==> config.mk <==
export PLATFORM = sky130hd
export DESIGN_NAME = player_hit_tracker
export DESIGN_NICKNAME = d
export VERILOG_FILES = /design/src/rtl/player_hit_tracker.sv
export SDC_FILE = /design/constraint.sdc
export NUM_CORES = 1
export LEC_CHECK = 0
export CAP_MARGIN = 40
export CELL_PAD_IN_SITES_DETAIL_PLACEMENT = 2
export CELL_PAD_IN_SITES_GLOBAL_PLACEMENT = 2
export CORE_MARGIN = 1
export CORE_UTILIZATION = 28
export DETAILED_ROUTE_END_ITERATION = 6
export PLACE_DENSITY = 0.91
export SETUP_SLACK_MARGIN = 0.5
export SYNTH_ARGS = -nofsm -noshare
export SYNTH_HDL_FRONTEND = slang
export SYNTH_SLANG_ARGS = --single-unit
==> constraint.sdc <==
create_clock -name Clk -period 3.8 [get_ports Clk]
set_clock_uncertainty 0.1 [all_clocks]
set_input_delay 0.76 -clock Clk [delete_from_list [all_inputs] [get_ports Clk]]
set_output_delay 0.76 -clock Clk [all_outputs]
set_load 0.05 [all_outputs]
==> src/rtl/player_hit_tracker.sv <==
// ---------------------------------------------------------------------------
// player_hit_tracker
//
// Frame-rate damage tracker. Once per video frame (on the end of vsync) the
// player bounding box is tested against the two NPC boxes. Contact removes
// one life, then a fixed number of frames of immunity follows. The block is
// the single registered source of player life, blink and dead flags for the
// mapper.
//
// Ports:
//   Clk, Reset          50 MHz clock, synchronous active-high reset
//   frame_vs            VGA vsync, active low, phase-asynchronous to Clk
//   Player_*            player box centre and half-extents (pixels)
//   EnemyV_*, EnemyH_*  NPC box centres and half-extents (pixels)
//   Enemy_Active        [0] enables NPC_V contact, [1] enables NPC_H contact
//   Respawn             level request, acted on only while dead
//   Player_Life         current life
//   Hit_Pulse           one-cycle pulse when a life is removed
//   Hit_Source          enemies overlapping at the last applied hit ([0]=V)
//   Invuln, Blink, Dead state flags for the mapper
//
// Latency from the vsync rising edge to state/life/pulse outputs is 5 Clk:
// 2 synchronizer flops + tick register, the overlap register, the FSM.
// ---------------------------------------------------------------------------

// Per-enemy box overlap. Distances are 11-bit magnitudes, the extent sums are
// 11-bit so they cannot wrap. Strict compare: touching edges do not count.
module player_hit_overlap (
   input  logic [9:0] px,
   input  logic [9:0] py,
   input  logic [9:0] psx,
   input  logic [9:0] psy,
   input  logic [9:0] ex,
   input  logic [9:0] ey,
   input  logic [9:0] esx,
   input  logic [9:0] esy,
   input  logic       en,
   output logic       hit
);
   logic [10:0] dx, dy, sx, sy;

   assign dx  = (px >= ex) ? {1'b0, px - ex} : {1'b0, ex - px};
   assign dy  = (py >= ey) ? {1'b0, py - ey} : {1'b0, ey - py};
   assign sx  = {1'b0, psx} + {1'b0, esx};
   assign sy  = {1'b0, psy} + {1'b0, esy};
   assign hit = en & (dx < sx) & (dy < sy);
endmodule

module player_hit_tracker #(
   parameter int LIFE_MAX      = 5,
   parameter int INVULN_FRAMES = 60
) (
   input  logic       Clk,
   input  logic       Reset,
   input  logic       frame_vs,
   input  logic [9:0] Player_X,
   input  logic [9:0] Player_Y,
   input  logic [9:0] Player_Size_X,
   input  logic [9:0] Player_Size_Y,
   input  logic [9:0] EnemyV_X,
   input  logic [9:0] EnemyV_Y,
   input  logic [9:0] EnemyV_Size_X,
   input  logic [9:0] EnemyV_Size_Y,
   input  logic [9:0] EnemyH_X,
   input  logic [9:0] EnemyH_Y,
   input  logic [9:0] EnemyH_Size_X,
   input  logic [9:0] EnemyH_Size_Y,
   input  logic [1:0] Enemy_Active,
   input  logic       Respawn,
   output logic [3:0] Player_Life,
   output logic       Hit_Pulse,
   output logic [1:0] Hit_Source,
   output logic       Invuln,
   output logic       Blink,
   output logic       Dead
);
   localparam int         NUM_ENEMY = 2;
   localparam logic [7:0] CNT_INIT  = 8'(INVULN_FRAMES - 1);
   localparam logic [3:0] LIFE_INIT = 4'(LIFE_MAX);

   typedef enum logic [1:0] {ALIVE, INVULN, DEAD} state_t;

   // ---------------- frame tick ----------------
   // All three flops reset high so a low vsync at reset cannot produce a tick.
   logic       vs_s1, vs_s2, vs_d;
   logic       tick_raw;
   logic [1:0] vld_pipe;   // [0] tick, [1] ov valid (FSM evaluation cycle)

   assign tick_raw = vs_s2 & ~vs_d;

   always_ff @(posedge Clk) begin
      if (Reset) begin
         vs_s1    <= 1'b1;
         vs_s2    <= 1'b1;
         vs_d     <= 1'b1;
         vld_pipe <= '0;
      end else begin
         vs_s1    <= frame_vs;
         vs_s2    <= vs_s1;
         vs_d     <= vs_s2;
         vld_pipe <= {vld_pipe[0], tick_raw};
      end
   end

   // ---------------- overlap ----------------
   logic [NUM_ENEMY-1:0][9:0] e_x, e_y, e_sx, e_sy;
   logic [NUM_ENEMY-1:0]      ov_now;
   logic [NUM_ENEMY-1:0]      ov;

   assign e_x  = {EnemyH_X,      EnemyV_X};
   assign e_y  = {EnemyH_Y,      EnemyV_Y};
   assign e_sx = {EnemyH_Size_X, EnemyV_Size_X};
   assign e_sy = {EnemyH_Size_Y, EnemyV_Size_Y};

   genvar g;
   generate
      for (g = 0; g < NUM_ENEMY; g++) begin : g_enemy
         player_hit_overlap u_ov (
            .px  (Player_X),
            .py  (Player_Y),
            .psx (Player_Size_X),
            .psy (Player_Size_Y),
            .ex  (e_x[g]),
            .ey  (e_y[g]),
            .esx (e_sx[g]),
            .esy (e_sy[g]),
            .en  (Enemy_Active[g]),
            .hit (ov_now[g])
         );
      end
   endgenerate

   // Positions are only looked at on the tick; ov is frozen for the frame.
   always_ff @(posedge Clk) begin
      if (Reset)            ov <= '0;
      else if (vld_pipe[0]) ov <= ov_now;
   end

   // ---------------- life FSM ----------------
   state_t     st;
   logic [7:0] cnt;
   logic [7:0] cnt_dec;
   logic [3:0] life_dec;

   assign cnt_dec  = cnt - 8'd1;
   assign life_dec = Player_Life - 4'd1;

   // Outputs are written together with the state so they all move on the
   // same edge; Blink follows bit 2 of the value cnt is being loaded with.
   always_ff @(posedge Clk) begin
      if (Reset) begin
         st          <= ALIVE;
         cnt         <= '0;
         Player_Life <= LIFE_INIT;
         Hit_Pulse   <= 1'b0;
         Hit_Source  <= '0;
         Invuln      <= 1'b0;
         Blink       <= 1'b0;
         Dead        <= 1'b0;
      end else begin
         Hit_Pulse <= 1'b0;
         case (st)
            ALIVE: begin
               if (vld_pipe[1] && ov != '0) begin
                  Player_Life <= life_dec;
                  Hit_Pulse   <= 1'b1;
                  Hit_Source  <= ov;
                  if (life_dec == 4'd0) begin
                     st   <= DEAD;
                     Dead <= 1'b1;
                  end else begin
                     st     <= INVULN;
                     cnt    <= CNT_INIT;
                     Invuln <= 1'b1;
                     Blink  <= CNT_INIT[2];
                  end
               end
            end
            INVULN: begin
               // The tick that ends immunity is itself ignored.
               if (vld_pipe[1]) begin
                  if (cnt != 8'd0) begin
                     cnt   <= cnt_dec;
                     Blink <= cnt_dec[2];
                  end else begin
                     st     <= ALIVE;
                     Invuln <= 1'b0;
                     Blink  <= 1'b0;
                  end
               end
            end
            DEAD: begin
               if (Respawn) begin
                  st          <= ALIVE;
                  Player_Life <= LIFE_INIT;
                  cnt         <= '0;
                  Hit_Source  <= '0;
                  Dead        <= 1'b0;
               end
            end
            default: begin
               st     <= ALIVE;
               Invuln <= 1'b0;
               Blink  <= 1'b0;
               Dead   <= 1'b0;
            end
         endcase
      end
   end
endmodule

; ---- After elaboration in Yosys (flattened, before gate mapping)
; Index checks and enable logic that the tools add are counted.
[word_totals]
input_bits = 126
elab_cells = 103
regBits = 27
[classes]
n_reduce_logical = 14
n_bitwise = 9
add_sub_neg = 14
eq_ne = 9
order_cmp = 8
muxes = 36
[ops]
columns = cell, count
row1 = subtractor 10 bit, 8
row2 = adder 10 x 10 -> 11 bit, 4
row3 = less-than comparator 11 bit, 4
row4 = greater-or-equal comparator 10 bit, 4
row5 = two-way mux 10 bit, 4
row6 = two-way mux 8 bit, 5
row7 = case mux 8 bit (3 select lines), 1
row8 = "!= test 2 bit, second input constant", 7
row9 = two-way mux 1 bit, 12
row10 = two-way mux 2 bit, 6
row11 = AND reduction 4 bit, 3
row12 = case mux 1 bit (3 select lines), 3
row13 = two-way mux 4 bit, 2
row14 = case mux 4 bit (2 select lines), 1
row15 = nonzero test 8 bit, 1
row16 = "subtractor 8 x 1 -> 8 bit, second input constant", 1
row17 = case mux 2 bit (3 select lines), 1
row18 = AND reduction 6 bit, 1
row19 = bitwise AND 1 bit, 5
row20 = AND reduction 5 bit, 1
row21 = logical NOT 4 bit, 1
row22 = NOT 1 bit, 4
row23 = case mux 2 bit (2 select lines), 1
row24 = nonzero test 2 bit, 2
row25 = 8 further kinds, 8

; ---- Longest topological paths before layout
[logic_depth]
depth_word = 5
mapped_depth = 19

; ---- Hierarchy
; A second synthesis with hierarchy kept.
[hier_totals]
cells_unflattened = 964
area_unflattened_um2 = 7440.9
[modules_own_cells]
columns = module, n_inst, cells_each, seq_area_each_um2, area_per_inst_um2
row1 = player_hit_overlap at g_enemy[1].u_ov, 1, 400, 0.0, 3071.7
row2 = player_hit_overlap at g_enemy[0].u_ov, 1, 400, 0.0, 2915.3
row3 = player_hit_tracker, 1, 164, 540.5, 1453.9

; ---- Least setup slack after synthesis
; No wires, ideal clock.
[synth_timing]
path_kind = input to register
from = input Player_X[0]
to = register ov[1]
t_required_ns = 3.643
setup_ns = 0.057
path_slack_ns = -0.318
arrival_time_ns = 3.961
path_stages = 18
cell_sequence = inv_1 > ha_1 > inv_1 > fa_1 > a21o_1 > a21oi_1 > a31oi_1 > or4b_1 > o311a_1 > o311ai_1 > xor2_1 > ha_1 > and3_1 > a221o_1 > a31oi_1 > a311oi_1 > a311oi_1 > a21o_1
[synth_via]
elab_chain_cells = 5
[synth_lines]
columns = item, line_no
row1 = start: declaration, 56  ; input logic [9:0] Player_X,
row2 = subtractor 10 bit or greater-or-equal comparator 10 bit (tied branches), 42  ; assign dx = (px >= ex) ? {1'b0, px - ex} : {1'b0, ex - px};
row3 = two-way mux 10 bit (*), 42
row4 = less-than comparator 11 bit (*), 46  ; assign hit = en & (dx < sx) & (dy < sy);
row5 = bitwise AND 1 bit (*) (2 in series), 46
row6 = end signal: assignment, 136  ; else if (vld_pipe[0]) ov <= ov_now;
row7 = end: declaration, 108  ; logic [NUM_ENEMY-1:0] ov;
; Every way passes the cells marked *; elsewhere a longest branch is shown, timed or not.
; A chain may end at the register's enable or synchronous reset.

; ---- Worst setup path after layout
[layout_timing]
from = input EnemyV_Y[3]
to = register ov[0]
[layout_via]
elab_chain_cells = 4
[layout_lines]
columns = item, line_no
row1 = start: declaration, 61  ; input logic [9:0] EnemyV_Y,
row2 = subtractor 10 bit or greater-or-equal comparator 10 bit (tied branches), 43  ; assign dy = (py >= ey) ? {1'b0, py - ey} : {1'b0, ey - py};
row3 = two-way mux 10 bit (*), 43
row4 = less-than comparator 11 bit (*), 46
row5 = bitwise AND 1 bit (*), 46
; Marked as above.

==> metrics <==
Most used DFF post-synth=dfxtp_1; via count=9,715; period utilization=124%; Slew Limit Headroom=49.7%; M3 GR Usage=5.03%; ratio of cells with drive above 1 in the final layout=32.1%; ANT nets after route=0; most frequent cells in the layout=buf_4 (247), ha_1 (136), clkdlybuf4s50_1 (100), inv_1 (86), a21oi_1 (69); vias per inst=5.95; Post-DP Area=10,600 µm²; largest family of logic cells by synthesized area=adder cells; Root Buffer=clkbuf_16; row count=58; Cells after Synth=941; Synth Area in Simple Gates=15.4%; first-pass GRT wire length=67,400 µm; startpoint types=input port; Min Hold Slack=0.308 ns; pin count of the biggest net entering global routing=17; WL/cell=32.0 µm; sequential share of the synthesized area=7.55%; Die Wd=162 µm; gpl congestion=0.870; fmax=0.213 GHz; cell area after synthesis=7160 µm²; RR Startpoint=Player_Life[0]$_SDFFE_PP1P_; EDFF count, synth=0; number of distinct library cells after synthesis=73; Residual DRC=0; RSZ-0062 raised after global routing=yes; TNS Setup=-1.70 ns; multi-input logic area=6980 µm²; Mapped Nets=1,239; YS warnings=0; die area=26,200 µm²; status=finished with violations; CTS tree=done; hold worst-path end=vs_s2$_SDFF_PP1_; Die Y=162 µm; Slew Viols, Final=0; H-tree depth=1; post-synthesis mux area share=2.76%; Critical Path RT=3.94 ns; Hold WC Path Type=register to register; initial core utilization=28.5%; Cells after DPL=1,604; Layout Nets=1,602; clk slew on worst S/H paths=0.09 ns; clk_lat worst skew=0.29 ns; Static Leak=5.54 nW; commonest non-fill, non-tap cell in the layout=buf_4; initial drt markers=557; RR Endpoint=cnt[7]$_SDFFE_PP0P_; maximum vdd drop=147 µV; worst slew pin tran=0.749 ns; post-route cell area=11,800 µm²; failing checks=setup timing; filler cell count=2,731; Setup Crit Path Kind=input port to register; final hold vios=0; Reg area=541 µm²; initial antenna violation count=3; number of I/O pins=136; GRT Util Overall=34.0%; length of the first detailed-routing pass in iterations=5; post-route setup slack=-0.895 ns; Post-Synth XOR/XNOR Area=7.22%; fin cells=1,634; CTS Buf Count=3; WL final=52,400 µm; crit-path max FO=3; Synth Area in Compound Gates=28.2%; vias in the first global route=10,900; most crowded layer after global routing=met2; Max-cap violations=0; hold path start=vs_s1$_SDFF_PP1_; CP Data Arrival Time=4.83 ns; Post-CTS Hold Buffers=0; clk sink count=27; syn avg cell area=7.60 µm²; Port Buffers=135; register bit total from synthesis=27; Async S/R FF share, synth=0%; final setup violation count=2; Synth-to-Final Area Change=64.6%; Core Area=25,100 µm²; total gr overflow=0; GR Util met1=33.0%; Reg2Reg Depth=9; Util after Layout=46.9%; maximum clock path buffer count=2; detailed-placement wirelength estimate=32,600 µm; Worst setup EP type=register; pwr/cell area=294 nW/µm²; met2 usage=66.2%; hold path depth=1; R2R Setup Slk=1.06 ns; Final min period=4.69 ns; Post-Synth Adder-Cell Area=31.3%
-- Yosys cell counts, types with 21 or more instances --
cell type | number | area, µm²
a21oi_1 | 85 | 425
inv_1 | 102 | 383
nor2b_1 | 22 | 138
nor2_1 | 59 | 221
a21o_1 | 41 | 308
o21ai_1 | 21 | 105
o21ai_0 | 42 | 210
xor2_1 | 33 | 289
xnor2_1 | 26 | 228
nand2_1 | 49 | 184
nor3_1 | 21 | 105
ha_1 | 160 | 2000
dfxtp_1 | 27 | 541
-- logic make-up after synthesis --
logic type | Yosys count
and+or+nand+nor | 222
muxes | 19
DFF | 27
adders and majority gates | 172
xor gates and xnor gates | 59
AOI/OAI and AO/OA | 306
buffers and inverters | 136
-- routing by layer --
metal | wire (µm) | vias up
met3 | 3270 | 310
li1 | - | 4092
met4 | 5190 | 4
met5 | 23 | -
met1 | 17600 | 4742
met2 | 26300 | 567
-- per-stage QoR --
step	worst slack [ns]	power, mW
detailed placement	-1.54	2.47
global route	-0.891	3.57
floorplan	-0.200	1.48
finish	-0.895	3.46
global placement	-1.09	2.19
CTS	-0.452	3.01
-- timing repair --
| action | CTS | global route |
|---|---|---|
| setup buffers | 17 | 6 |
| pin swaps | 60 | 55 |
| endpoints found under the setup margin | 2 | 2 |
| cloned | 1 | 0 |
| gates resized for setup | 147 | 85 |
-- final cells by class --
type                       count  share of cell area [%]
antenna                        1                  0.0212
clock buffer                   3                   0.637
clock inverter                 1                  0.0637
inverter                     102                    3.42
multi-input combinational    778                    59.3
sequential                    27                    4.59
tap                          330                    3.50
timing repair buffer         392                    28.5
-- state kept, by name, summed over array words and instances, names as in the netlist --
name / cells
Hit_Source: 2
st: 2
vld_pipe: 2
Dead: 1
Hit_Pulse: 1
ov: 2
Invuln: 1
vs_d: 1
vs_s2: 1
Blink: 1
vs_s1: 1
cnt: 8
Player_Life: 4
-- worst max path at each step --
stage	startpoint	endpoint	slack, ns	cells past startpoint
after global routing	EnemyH_Size_X[1]	ov[1]$_SDFFE_PP0P_	-0.89	18
final	EnemyV_Y[3]	ov[0]$_SDFFE_PP0P_	-0.89	16
after global placement	Player_X[0]	ov[1]$_SDFFE_PP0P_	-1.09	19
after detailed placement	Player_X[0]	ov[1]$_SDFFE_PP0P_	-1.54	19
after CTS	Player_X[0]	ov[1]$_SDFFE_PP0P_	-0.45	19
after floorplan	Player_Y[0]	ov[1]$_SDFFE_PP0P_	-0.20	19
-- report_power, final --
group | leakage [nW] | internal [mW] | switching [mW]
registers | 0.218 | 0.303 | 0.0256
clock network | 0.0371 | 0.144 | 0.126
logic | 5.28 | 1.24 | 1.63
total | 5.54 | 1.68 | 1.78
-- worst max-delay path, cell delays in order --
cell	delay [ns]
clkdlybuf4s50_1	0.50
ha_1	0.38
inv_1	0.16
buf_4	0.17
o21ai_0	0.16
a21o_1	0.25
a211oi_1	0.66
o21ai_1	0.28
o22ai_1	0.28
xnor2_1	0.21
ha_1	0.31
a21o_1	0.18
a21oi_2	0.13
o21ai_1	0.10
o211ai_1	0.14
a22o_1	0.17
(Power assumes the default switching activity.)
